[src/rtl/mem_a_stream_reader_if.sv]
// Port-B RAM bus plus the outgoing valid/ready data stream.
// master = reader side, slave = RAM model / downstream consumer.
interface mem_a_stream_reader_if #(
   parameter int ADDR_W = 11,
   parameter int DATA_W = 256
);
   logic [ADDR_W-1:0]   address2;
   logic                chipselect2;
   logic                write2;
   logic                clken2;
   logic [DATA_W/8-1:0] byteenable2;
   logic [DATA_W-1:0]   writedata2;
   logic [DATA_W-1:0]   readdata2;
   logic                m_valid;
   logic                m_ready;
   logic [DATA_W-1:0]   m_data;
   logic                m_last;

   modport master (
      output address2, chipselect2, write2, clken2,
      output byteenable2, writedata2,
      input  readdata2,
      output m_valid, m_data, m_last,
      input  m_ready
   );

   modport slave (
      input  address2, chipselect2, write2, clken2,
      input  byteenable2, writedata2,
      output readdata2,
      input  m_valid, m_data, m_last,
      output m_ready
   );
endinterface

[src/rtl/mem_a_stream_reader.sv]
// Strided read sequencer for FPGA_Mem_A port B feeding a
// credit-managed output FIFO with a last-beat flag.
module mem_a_stream_reader #(
   parameter int ADDR_W     = 11,
   parameter int DATA_W     = 256,
   parameter int LEN_W      = 12,
   parameter int FIFO_DEPTH = 4
) (
   input  logic              clk,
   input  logic              reset_n,
   input  logic              start,
   input  logic [ADDR_W-1:0] base_addr,
   input  logic [LEN_W-1:0]  length,
   input  logic [ADDR_W-1:0] stride,
   input  logic              abort,
   output logic              busy,
   output logic              done,
   mem_a_stream_reader_if.master bus
);
   localparam int PW = $clog2(FIFO_DEPTH);
   localparam int CW = PW + 1;
   localparam logic [CW-1:0] DEPTH_C = CW'(FIFO_DEPTH);

   typedef enum logic [1:0] {IDLE, ISSUE, DRAIN} state_t;

   state_t            state;
   state_t            state_nx;
   logic [ADDR_W-1:0] addr_q;
   logic [ADDR_W-1:0] stride_q;
   logic [LEN_W-1:0]  len_q;
   logic [LEN_W-1:0]  issued_q;
   logic              inflight_q;
   logic              inflight_last_q;
   logic              done_q;

   logic [DATA_W-1:0]     fifo_data [FIFO_DEPTH];
   logic [FIFO_DEPTH-1:0] fifo_last;
   logic [PW-1:0]         wr_ptr;
   logic [PW-1:0]         rd_ptr;
   logic [CW-1:0]         count;

   logic credit;
   logic issue;
   logic last_issue;
   logic push;
   logic pop;
   logic head_last;
   logic final_pop;
   logic accept;
   logic zero_len;

   // Credit uses the registered count only; a same-cycle pop
   // does not free a slot until the next cycle.
   always_comb begin
      credit     = (count + CW'(inflight_q)) < DEPTH_C;
      issue      = (state == ISSUE) && credit && !abort;
      last_issue = issued_q == (len_q - LEN_W'(1));
      push       = inflight_q;
      pop        = bus.m_valid && bus.m_ready;
      head_last  = fifo_last[rd_ptr];
      final_pop  = pop && head_last;
      accept     = (state == IDLE) && start && !abort;
      zero_len   = length == '0;
   end

   always_comb begin
      state_nx = state;
      unique case (state)
         IDLE: begin
            if (accept && !zero_len)
               state_nx = ISSUE;
         end
         ISSUE: begin
            if (issue && last_issue)
               state_nx = DRAIN;
         end
         DRAIN: begin
            if (final_pop)
               state_nx = IDLE;
         end
         default: state_nx = IDLE;
      endcase
      if (abort)
         state_nx = IDLE;
   end

   always_ff @(posedge clk or negedge reset_n) begin
      if (!reset_n) begin
         state           <= IDLE;
         addr_q          <= '0;
         stride_q        <= '0;
         len_q           <= '0;
         issued_q        <= '0;
         inflight_q      <= 1'b0;
         inflight_last_q <= 1'b0;
         done_q          <= 1'b0;
         wr_ptr          <= '0;
         rd_ptr          <= '0;
         count           <= '0;
         fifo_last       <= '0;
      end else begin
         state  <= state_nx;
         done_q <= !abort &&
                   ((accept && zero_len) ||
                    (state == DRAIN && final_pop));
         if (accept) begin
            addr_q   <= base_addr;
            stride_q <= stride;
            len_q    <= length;
            issued_q <= '0;
         end else if (issue) begin
            addr_q   <= addr_q + stride_q;
            issued_q <= issued_q + LEN_W'(1);
         end
         // Abort flushes the FIFO and drops any read still returning.
         if (abort) begin
            inflight_q      <= 1'b0;
            inflight_last_q <= 1'b0;
            wr_ptr          <= '0;
            rd_ptr          <= '0;
            count           <= '0;
         end else begin
            inflight_q      <= issue;
            inflight_last_q <= issue && last_issue;
            if (push) begin
               wr_ptr            <= wr_ptr + PW'(1);
               fifo_last[wr_ptr] <= inflight_last_q;
            end
            if (pop)
               rd_ptr <= rd_ptr + PW'(1);
            count <= count + CW'(push) - CW'(pop);
         end
      end
   end

   always_ff @(posedge clk) begin
      if (push && !abort)
         fifo_data[wr_ptr] <= bus.readdata2;
   end

   assign busy            = state != IDLE;
   assign done            = done_q;
   assign bus.address2    = addr_q;
   assign bus.chipselect2 = issue;
   assign bus.write2      = 1'b0;
   assign bus.clken2      = 1'b1;
   assign bus.byteenable2 = '1;
   assign bus.writedata2  = '0;
   assign bus.m_valid     = count != '0;
   assign bus.m_data      = fifo_data[rd_ptr];
   assign bus.m_last      = bus.m_valid && head_last;
endmodule
[src/flat_wrapper.sv]
// flat-port wrapper written by rule: the top's interface ports become plain ports
module mem_a_stream_reader_flat 
#(
   parameter int ADDR_W     = 11,
   parameter int DATA_W     = 256,
   parameter int LEN_W      = 12,
   parameter int FIFO_DEPTH = 4
)
  (clk, reset_n, start, base_addr, length, stride, abort, busy, done, bus_address2, bus_chipselect2, bus_write2, bus_clken2, bus_byteenable2, bus_writedata2, bus_readdata2, bus_m_valid, bus_m_data, bus_m_last, bus_m_ready);
  mem_a_stream_reader_if #(.ADDR_W(ADDR_W), .DATA_W(DATA_W)) bus_i ();
  input  logic clk;
  input  logic reset_n;
  input  logic start;
  input  logic [ADDR_W-1:0] base_addr;
  input  logic [LEN_W-1:0] length;
  input  logic [ADDR_W-1:0] stride;
  input  logic abort;
  output logic busy;
  output logic done;
  output wire logic [$bits(bus_i.address2)-1:0] bus_address2;
  output wire logic [$bits(bus_i.chipselect2)-1:0] bus_chipselect2;
  output wire logic [$bits(bus_i.write2)-1:0] bus_write2;
  output wire logic [$bits(bus_i.clken2)-1:0] bus_clken2;
  output wire logic [$bits(bus_i.byteenable2)-1:0] bus_byteenable2;
  output wire logic [$bits(bus_i.writedata2)-1:0] bus_writedata2;
  input wire logic [$bits(bus_i.readdata2)-1:0] bus_readdata2;
  output wire logic [$bits(bus_i.m_valid)-1:0] bus_m_valid;
  output wire logic [$bits(bus_i.m_data)-1:0] bus_m_data;
  output wire logic [$bits(bus_i.m_last)-1:0] bus_m_last;
  input wire logic [$bits(bus_i.m_ready)-1:0] bus_m_ready;
  assign bus_address2 = bus_i.address2;
  assign bus_chipselect2 = bus_i.chipselect2;
  assign bus_write2 = bus_i.write2;
  assign bus_clken2 = bus_i.clken2;
  assign bus_byteenable2 = bus_i.byteenable2;
  assign bus_writedata2 = bus_i.writedata2;
  assign bus_i.readdata2 = bus_readdata2;
  assign bus_m_valid = bus_i.m_valid;
  assign bus_m_data = bus_i.m_data;
  assign bus_m_last = bus_i.m_last;
  assign bus_i.m_ready = bus_m_ready;
  mem_a_stream_reader #(.ADDR_W(ADDR_W), .DATA_W(DATA_W), .LEN_W(LEN_W), .FIFO_DEPTH(FIFO_DEPTH)) u_core (.clk(clk), .reset_n(reset_n), .start(start), .base_addr(base_addr), .length(length), .stride(stride), .abort(abort), .busy(busy), .done(done), .bus(bus_i));
endmodule
[config.mk]
export PLATFORM = sky130hd
export DESIGN_NAME = mem_a_stream_reader_flat
export DESIGN_NICKNAME = d
export VERILOG_FILES = /design/src/rtl/mem_a_stream_reader_if.sv /design/src/rtl/mem_a_stream_reader.sv /design/src/flat_wrapper.sv
export SDC_FILE = /design/constraint.sdc
export NUM_CORES = 1
export LEC_CHECK = 0
export CORE_AREA = 2 2 332 334
export CTS_CLUSTER_DIAMETER = 50
export DETAILED_ROUTE_END_ITERATION = 10
export DIE_AREA = 0 0 334 336
export GPL_ROUTABILITY_DRIVEN = 0
export GPL_TIMING_DRIVEN = 0
export PLACE_DENSITY = 0.76
export SYNTH_ARGS = -nofsm -noshare
export SYNTH_HDL_FRONTEND = slang
export SYNTH_SLANG_ARGS = --single-unit
[constraint.sdc]
create_clock -name clk -period 10.8 [get_ports clk]
set_clock_uncertainty 0.1 [all_clocks]
set_input_delay 3.24 -clock clk [delete_from_list [all_inputs] [get_ports clk]]
set_output_delay 3.24 -clock clk [all_outputs]
set_load 0.02 [all_outputs]
==> impl_metrics.yaml, run 1 <==
synth:
  synth_area_um2: 42500
  synth_ff_type: "edfxtp_1"
  ys_seq_elements: 1086
  synth_cell_type_count: 57
  synth_seq_area_share_pct: 76.0
  synthesis.instances: 2026
  avgSynthCellArea_um2: 21.0
  ys_warn_count: 0
  synthArstFlopShare_pct: 5.71
  synth_edf_count: 1024
timing:
  period_share_pct: 87.4
  tightest_slew_ns: 1.21
  post-route-min-period_ns: 9.44
  hold_violations: 0
  setup_viol: 0
  relSlewSlack_pct: 19.2
  fin_setup_tns_ns: 0
  drv_slew: 0
  rsz0062_at_grt: "false"
  max_freq_mhz: 106
clock_tree:
  cts_hold_buf: 0
  post_cts_buffers: 0
  worst_skew_pair.late_latency_ns: 0.69
  cts_resized: 0
  clk_path_buf_depth: 3
  cts_htree_levels: 3
  cts_root_buffer: "clkbuf_16"
  clkTransAtPathRegs_ns: 0.06
  cts.sinks: 1086
  cts_made_buffers: 108
  cts_tree: "yes"
layout:
  final_common_cell: "edfxtp_1"
  syn2layout_area_growth_pct: 29.8
  drive_above_1_share_pct: 24.0
  most-common-layout-cells: "edfxtp_1, clkdlybuf4s50_1, buf_4, conb_1, mux4_2"
  utilization_pct: 50.9
  fin_nets: 3327
  finish.instance_area_um2: 55100
job:
  maxCapViolCount: 0
routing:
  drt-initial-drc-count: 1319
  viasPerCell: 4.73
  postRouteWirelength_um: 98700
  ant_nets: 0
  drt_pre_antenna_iters: 4
  drc_errors: 0
  avgRoutedWirePerCell_um: 21.8
  via_count: 21500
global_routing:
  grt_overflow_total: 0
  antenna_found_initial: 31
  grt_pass1_vias: 21800
  grt_max_degree: 59
  track_usage_pct: 17.1
  grt_first_pass_wirelength_um: 142000
setup_path:
  path_delay_family: "buffers and inverters"
  path_cells: "clkdlybuf4s50_1 -> or3b_1 -> or2_2 -> clkbuf_1 -> inv_2 -> clkbuf_1 -> clkdlybuf4s50_1"
  ff2ff_path_depth: 10
  cp.required_ns: 7.46
  critPathBufInv: 5
  worstSetupEndpointType: "output pin"
  cp.depth: 7
  worst-r2r-setup-slack_ns: 7.87
  setup.worst_path.start_class: "input pin"
  critPathKind: "in2out"
  crit_path_max_fanout: 11
  worstPathArrival_ns: 6.10
  worst_path_largest_cell_delay_ns: 0.75
  critPathSlowestCell: "clkdlybuf4s50_1"
floorplan:
  initial_core_util_pct: 39.2
  dieArea_um2: 112000
  die-height_um: 336
  die_x_um: 334
  pin_count: 857
  rows: 121
  core-area_um2: 108000
place:
  dpl-instance-area_um2: 51600
  dp_hpwl_um: 67300
  port_buffers: 566
status:
  outcome: "completed"
hold_path:
  hold_path_class: "reg2reg"
  hold_depth: 2
power:
  power.density_nw_per_um2: 210
  ir_worst_vdd_uv: 171
  power_mw: 11.6
  power_leakage_nw: 18.9
-- cell usage after synthesis, types with 4 or more instances --
cell type  number  area (um2)
nor2b_1         5        31.3
nor4_1          5        31.3
nand2_1        89         334
nor2_1         30         113
xor2_1         14         123
a31oi_1         5        31.3
xnor2_1        15         131
a21oi_1        21         105
mux4_2        257        5790
nand4_1         5        31.3
clkbuf_1       36         135
nor3_1          7        35.0
o21ai_0        18        90.1
dfrtp_1        62        1550
inv_1          13        48.8
mux2_2          4        45.0
nand3_1         7        35.0
and2_1          6        37.5
edfxtp_1     1024       30700
nand3b_1        4        30.0
buf_4         290        2180
buf_1          35         131
or3_1           7        43.8
ha_1           20         250
-- through the flow --
step	instances	setup slack (ns)	hold WS, ns
4_1_cts	4518	1.37	0.387
6_report	4535	1.36	0.379
2_1_floorplan	2314	0.221	0.350
5_1_grt	4533	1.20	0.406
3_5_place_dp	4315	1.38	0.371
3_3_place_gp	4294	-5.64	0.368
-- routing by layer --
layer | vias to the layer above | routed length, um | share of wire, % | GRT usage [%]
met5 | - | 138 | 0.14 | 0
li1 | 9558 | - | - | -
met3 | 158 | 8770 | 8.9 | 5.96
met2 | 814 | 51100 | 52 | 29.3
met1 | 10900 | 35800 | 36 | 19.5
met4 | 22 | 2850 | 2.9 | 7.01
-- report_power, final --
group          total [mW]  leakage [nW]  internal (mW)  switching [mW]
Sequential           4.80          10.0           4.73          0.0701
Combinational        3.13          7.22           1.51            1.63
Clock                3.66          1.70           2.09            1.57
Total                11.6          18.9           8.33            3.27
-- path summary, 6_finish.rpt --
path                                     from                      to
max                                     abort         bus_chipselect2
min                        u_core.stride_q[2]      u_core.stride_q[2]
max reg2reg                 u_core.inflight_q         u_core.state[0]
min reg2reg                u_core.stride_q[2]      u_core.stride_q[2]
max in group asynchronous             reset_n  u_core.bus.address2[8]
min in group asynchronous             reset_n        u_core.len_q[10]
-- cells by family (layout without fill, tap and decap cells) --
kind of cell | after synthesis | count (layout) | share of synthesized area [%]
xor+xnor | 29 | 29 | 0.598
fa+ha+maj | 21 | 21 | 0.636
flops | 1086 | 1086 | 76.0
mux | 262 | 262 | 13.8
other cells | 2 | 307 | 0.0177
simple gates | 184 | 184 | 2.05
compound gates | 65 | 65 | 1.01
buf+inv | 377 | 1167 | 5.91
-- sequential cells by signal (all words and copies together) (netlist names) --
name	cells
u_core.fifo_data	1024
u_core.issued_q	12
u_core.len_q	12
u_core.bus.address2	11
u_core.stride_q	11
u_core.fifo_last	4
u_core.count	3
u_core.rd_ptr	2
u_core.state	2
u_core.wr_ptr	2
u_core.done	1
u_core.inflight_last_q	1
u_core.inflight_q	1
-- worst register-to-register path, stage by stage (launching register included) --
cell and delay (ns):
dfrtp_1 0.44, ha_1 0.22, ha_1 0.19, xor2_1 0.18
or2_2 0.32, clkbuf_1 0.23, inv_2 0.17, and4_1 0.20
nand4_1 0.16, a2111oi_4 0.45, o22ai_1 0.12
-- cell type report --
| cell class | count | area [um2] |
|---|---|---|
| well taps | 1414 | 1770 |
| diodes | 17 | 42.5 |
| fillers | 8583 | 53300 |
| clock inverters | 70 | 694 |
| inverters | 14 | 52.6 |
| clock buffers | 133 | 2830 |
| flip-flops and latches | 1086 | 32300 |
| plain buffers | 363 | 2460 |
| repair buffers | 587 | 6220 |
| multi-input cells | 851 | 8770 |
(Power assumes the default switching activity.)
==> run 2, diff against run 1 <==
--- a/constraint.sdc
+++ b/constraint.sdc
@@ -4,2 +4,2 @@
 set_output_delay 3.24 -clock clk [all_outputs]
-set_load 0.02 [all_outputs]
+set_load 0.1 [all_outputs]
==> results of run 2 <==
The final DEF is identical to that of run 1. Status: completed.
Main changes from that run: setup slack after placement 1.38 ns -> 0.853 ns; setup slack after layout 1.36 ns -> 0.830 ns; total power 11.6 mW -> 14.2 mW; worst IR drop on VDD 171 uV -> 211 uV
